==> src/rtl/dmem_arbiter.sv <==
// dmem_arbiter
//   Shares the dual-port data memory (16-bit scalar port A, 256-bit vector
//   port B) between the SIMD processor (p_*) and the image-buffer bulk
//   loader (l_*). At most one access is issued per cycle; the grant is
//   combinational in the request cycle and the winner's request fields are
//   muxed straight onto mem_*. Read data returns one cycle later to the
//   requester that issued the read.
//
//   Priority: processor first. A 4-bit saturating starvation counter forces
//   the loader through after STARVE_LIMIT consecutive processor wins while
//   the loader waits; a loader holding l_lock keeps ownership for up to
//   MAX_BURST beats while the processor is requesting (unbounded otherwise).
//
// Ports
//   clk, reset                 clock, asynchronous active-high reset
//   p_req/we/vec/addr/wdata_*  processor request set
//   p_gnt, p_rvalid, p_rdata_* processor grant and read response
//   l_req/we/vec/addr/wdata_*  loader request set, l_lock = keep ownership
//   l_gnt, l_rvalid, l_rdata_* loader grant and read response
//   mem_we/src_sel/addr/wdata_* access issued to dmem
//   mem_q_a, mem_q_b           dmem read data (one-cycle latency)
module dmem_arbiter #(
   parameter int STARVE_LIMIT = 8,
   parameter int MAX_BURST    = 16,
   parameter int AW           = 32
) (
   input  logic          clk,
   input  logic          reset,
   input  logic          p_req,
   input  logic          p_we,
   input  logic          p_vec,
   input  logic [AW-1:0] p_addr,
   input  logic [15:0]   p_wdata_a,
   input  logic [255:0]  p_wdata_b,
   output logic          p_gnt,
   output logic          p_rvalid,
   output logic [15:0]   p_rdata_a,
   output logic [255:0]  p_rdata_b,
   input  logic          l_req,
   input  logic          l_we,
   input  logic          l_vec,
   input  logic [AW-1:0] l_addr,
   input  logic [15:0]   l_wdata_a,
   input  logic [255:0]  l_wdata_b,
   input  logic          l_lock,
   output logic          l_gnt,
   output logic          l_rvalid,
   output logic [15:0]   l_rdata_a,
   output logic [255:0]  l_rdata_b,
   output logic          mem_we,
   output logic          mem_src_sel,
   output logic [AW-1:0] mem_addr,
   output logic [15:0]   mem_wdata_a,
   output logic [255:0]  mem_wdata_b,
   input  logic [15:0]   mem_q_a,
   input  logic [255:0]  mem_q_b
);

   localparam int              BW         = $clog2(MAX_BURST + 1);
   localparam logic [3:0]      STARVE_MAX = 4'(STARVE_LIMIT);
   localparam logic [BW-1:0]   BURST_MAX  = BW'(MAX_BURST);

   typedef enum logic [1:0] {P_PRIO, L_FORCE, L_BURST} state_t;

   state_t        state_reg, state_next;
   logic [3:0]    starve_reg, starve_next;
   logic [BW-1:0] burst_reg, burst_next;
   logic          rd_valid_reg, rd_owner_reg;   // owner: 0 = processor, 1 = loader
   logic          win_p, win_l;
   logic          use_prio;
   logic          burst_at_max;

   assign burst_at_max = (burst_reg == BURST_MAX);

   // State register, counters and the read-return tag.
   always_ff @(posedge clk or posedge reset) begin
      if (reset) begin
         state_reg    <= P_PRIO;
         starve_reg   <= '0;
         burst_reg    <= '0;
         rd_valid_reg <= 1'b0;
         rd_owner_reg <= 1'b0;
      end else begin
         state_reg    <= state_next;
         starve_reg   <= starve_next;
         burst_reg    <= burst_next;
         rd_valid_reg <= (win_p & ~p_we) | (win_l & ~l_we);
         rd_owner_reg <= win_l;
      end
   end

   // Next-state and winner selection. L_FORCE / L_BURST fall through to the
   // processor-priority rules in the same cycle when they do not grant the
   // loader, so an exit never wastes a memory cycle.
   always_comb begin
      state_next  = state_reg;
      starve_next = starve_reg;
      burst_next  = burst_reg;
      win_p       = 1'b0;
      win_l       = 1'b0;
      use_prio    = 1'b0;

      case (state_reg)
         L_FORCE: begin
            if (l_req) begin
               win_l       = 1'b1;
               starve_next = '0;
               if (l_lock) begin
                  state_next = L_BURST;
                  burst_next = BW'(1);
               end else begin
                  state_next = P_PRIO;
               end
            end else begin
               use_prio = 1'b1;
            end
         end
         L_BURST: begin
            if (l_req && l_lock && !(burst_at_max && p_req)) begin
               win_l       = 1'b1;
               starve_next = '0;
               if (!burst_at_max) burst_next = burst_reg + 1'b1;
            end else begin
               use_prio = 1'b1;
            end
         end
         default: use_prio = 1'b1;
      endcase

      if (use_prio) begin
         state_next = P_PRIO;
         burst_next = '0;
         if (p_req) begin
            win_p = 1'b1;
            if (l_req)
               starve_next = (starve_reg == 4'hF) ? 4'hF : starve_reg + 4'd1;
            else
               starve_next = '0;
            if (starve_next >= STARVE_MAX) state_next = L_FORCE;
         end else if (l_req) begin
            win_l       = 1'b1;
            starve_next = '0;
            if (l_lock) begin
               state_next = L_BURST;
               burst_next = BW'(1);
            end
         end else begin
            starve_next = '0;
         end
      end
   end

   // Outputs: grants, mem mux and read return, all held quiet while reset
   // is asserted (reset is applied combinationally, not just at the edge).
   always_comb begin
      p_gnt       = win_p & ~reset;
      l_gnt       = win_l & ~reset;
      mem_we      = 1'b0;
      mem_src_sel = 1'b0;
      mem_addr    = '0;
      mem_wdata_a = '0;
      mem_wdata_b = '0;
      if (p_gnt) begin
         mem_we      = p_we;
         mem_src_sel = p_vec;
         mem_addr    = p_addr;
         mem_wdata_a = p_wdata_a;
         mem_wdata_b = p_wdata_b;
      end else if (l_gnt) begin
         mem_we      = l_we;
         mem_src_sel = l_vec;
         mem_addr    = l_addr;
         mem_wdata_a = l_wdata_a;
         mem_wdata_b = l_wdata_b;
      end

      p_rvalid  = rd_valid_reg & ~rd_owner_reg & ~reset;
      l_rvalid  = rd_valid_reg &  rd_owner_reg & ~reset;
      p_rdata_a = p_rvalid ? mem_q_a : '0;
      p_rdata_b = p_rvalid ? mem_q_b : '0;
      l_rdata_a = l_rvalid ? mem_q_a : '0;
      l_rdata_b = l_rvalid ? mem_q_b : '0;
   end

endmodule

==> config.mk <==
export PLATFORM = sky130hd
export DESIGN_NAME = dmem_arbiter
export DESIGN_NICKNAME = d
export VERILOG_FILES = /design/src/rtl/dmem_arbiter.sv
export SDC_FILE = /design/constraint.sdc
export NUM_CORES = 1
export LEC_CHECK = 0
export CAP_MARGIN = 20
export CORE_AREA = 4 4 680 682
export DETAILED_ROUTE_END_ITERATION = 16
export DIE_AREA = 0 0 684 686
export PLACE_DENSITY = 0.3
export SYNTH_ARGS = -nofsm -noshare
export SYNTH_HDL_FRONTEND = slang
export SYNTH_SLANG_ARGS = --single-unit
export TNS_END_PERCENT = 50
==> constraint.sdc <==
create_clock -name clk -period 7.55 [get_ports clk]
set_input_delay 2.265 -clock clk [delete_from_list [all_inputs] [get_ports clk]]
set_output_delay 2.265 -clock clk [all_outputs]
set_load 0.005 [all_outputs]
==> flow_metrics.tcl <==
set metrics [dict create \
    status "completed" \
    worst_slack_ns 0.191 \
    p_per_area_mw_per_mm2 61.0 \
    internal_power_mw 1.16 \
    p_leak_nw 11.5 \
    viasPerCell 2.11 \
    chipWidth_um 684 \
    path_class "primary input to primary output" \
    fin_hold_ws_ns 0.492 \
    grt_pass1_wl_um 417000 \
    insertion_delay_ns 0.24 \
    overflow 0 \
    peakVddDrop_v 0.0000535 \
    drc_errors 0 \
    postSynthCellCount 1073 \
    initial_core_util_pct 1.68 \
    area_growth_pct 368 \
    grt.total_usage_pct 15.2 \
    post_cts_buffers 0 \
    period_needed_ns 7.36 \
    wirelength_um 375000 \
    p_sw_share_pct 46.8 \
    syn_avg_cell_area_um2 7.13 \
    vias 18605 \
    yosys.area.top_type "and2_1" \
    synth_top_area_share_pct 44.5 \
    comb_power_share_pct 92.0 \
    relSlewSlack_pct 43.4 \
    crit_path_max_fanout 50 \
    ant_nets 0 \
    ys_seq_area_share_pct 4.25 \
    end_kind "primary output" \
    grt_pass1_vias 17762 \
    placed_cell_area_mm2 0.0355 \
    synth-async-reset-ratio_pct 100 \
    antenna_found_initial 384 \
    rows 248 \
    htree_levels 1 \
    finClkSkew_ns 0.00188 \
    hold_class "flop to flop" \
    core_area_mm2 0.456 \
    grt_setup_unrepaired "false" \
    slew_viol_final 0 \
    dr.first_iter.drc_count 1197 \
    start_kind "primary input" \
    final_area_mm2 0.0358 \
    synth.area.top_cells "and2_1 (45%), a22o_1 (35%), dfrtp_1 (4.3%)" \
    wl_per_cell_um 42.5 \
    yosysUniqueCellTypes 39 \
    drive_gt1_share_pct 15.5 \
    max_freq_ghz 0.136 \
    p_clk_share_pct 4.5 \
    die_area_mm2 0.469 \
    synth-seq-cells 13 \
    largest_register_ffs 5 \
    yosysWarningCount 0 \
    synth_area_mm2 0.00765 \
    postCtsHoldBufs 0 \
    hpwl_um 361000 \
    path_clk_slew_ns 0.04 \
    synthTopCellsByCount "and2_1 (545), a22o_1 (306), clkbuf_1 (71)" \
    post-place-ws_ns -0.0378 \
    fin_util_pct 7.86 \
    ioPinCount 1743 \
    synth_edf_count 0 \
    period_share_pct 97.5 \
    cts-root-buf "clkbuf_16" \
    clockBufferDepth 2 \
    syn-num-nets 1967 \
    nets 3650 \
    drt-pass1-iter-count 5 \
    grt_max_degree 95 \
    setup_violations 0 \
    power_frac_seq_pct 3.4 \
    die_h_um 686 \
    arrival_ns 5.09 \
    p_switching_mw 1.02 \
    tritoncts "yes" \
    maxCapViolations 0 \
    power_mw 2.18 \
    critPathRequiredTime_ns 5.29 \
    io_buffers 1742 \
    place.gp.congestion 0.970 \
    worstMarginPinSlew_ns 0.852 \
    synthFlopType "dfrtp_1" \
    cts_buffers 3 \
    cts.sinks 13 \
    hold_violations 0 \
    synth.most_common_cell "and2_1" \
]
==> critical path, stage by stage <==
cell,delay (ns)
clkdlybuf4s50_1,0.58
nand3b_1,0.12
o31a_1,0.18
nor2_1,0.18
a41o_4,0.27
buf_12,0.21
a22o_1,0.78
buf_12,0.20
==> cells in the final DEF, fill, tap and decap left out, types with 2 or more instances in the layout <==
cell type        count
clkdlybuf4s50_1   1394
nor2_1               6
nand3_1              4
ha_1                 5
dfrtp_1             13
nor2b_1              2
a21oi_1              4
o21ai_0              5
nor3_1               4
a22o_2               3
and2_1             545
buf_12             322
o22ai_1              2
diode_2             79
nand2_1              9
a21o_1               2
a31oi_1              5
inv_1                9
buf_4               90
a22o_1             303
clkbuf_16            3
o211ai_1             2
==> logic make-up (layout without fill, tap and decap cells) <==
| group | after synthesis | in the layout | synth area share (%) |
|---|---|---|---|
| compound gates | 334 | 334 | 37.5 |
| flops | 13 | 13 | 4.25 |
| other cells | 0 | 79 | 0 |
| simple gates | 581 | 581 | 47.3 |
| mux | 2 | 2 | 0.278 |
| buf+inv | 138 | 1820 | 9.92 |
| fa+ha+maj | 5 | 5 | 0.817 |
==> area by class of cell <==
class | count | area (um^2)
Clock buffer | 4 | 78.8
Antenna cell | 79 | 198
Inverter | 9 | 33.8
Tap cell | 6000 | 7510
Fill cell | 53100 | 420000
Timing Repair Buffer | 1807 | 21100
Multi-Input combinational cell | 922 | 6590
Sequential cell | 13 | 325
==> per-stage QoR <==
| stage | instances | TNS [ns] |
|---|---|---|
| finish | 8834 | 0 |
| global route | 8786 | 0 |
| CTS | 8755 | 0 |
| detailed placement | 8751 | -0.0713 |
| global placement | 8751 | -0.149 |
| floorplan | 1073 | 0 |
==> routing by layer <==
metal | GRT usage [%] | wire length, um
met1 | 17.3 | 143000
met2 | 24.0 | 163000
met3 | 9.89 | 56700
met4 | 2.80 | 10700
met5 | 0 | 1270
==> power groups by stage <==
stage	clock network, mW	registers (mW)	logic (mW)
global placement	0	0.0756	2.09
detailed placement	0	0.0761	2.08
floorplan	0	0.0751	0.301
finish	0.0987	0.0750	2.01
CTS	0.102	0.0751	2.09
global route	0.106	0.0753	2.11
==> worst paths after layout <==
| check | cells after the start | endpoint | from | slack, ns |
|---|---|---|---|---|
| worst max-delay path | 8 | mem_wdata_b[234] | l_lock | 0.19 |
| max in group asynchronous | 3 | burst_reg[2] | reset | 4.77 |
| worst min-delay path | 1 | burst_reg[4] | burst_reg[4] | 0.49 |
| worst max register to register | 7 | state_reg[0] | state_reg[0] | 5.53 |
| worst min register to register | 1 | burst_reg[4] | burst_reg[4] | 0.49 |
| min in group asynchronous | 3 | state_reg[0] | reset | 2.63 |
==> timing repair <==
item | CTS | global route
resized for setup | 2 | 2
setup endpoints to repair | 2 | 6
gates cloned | 0 | 0
(Power assumes the default switching activity.)
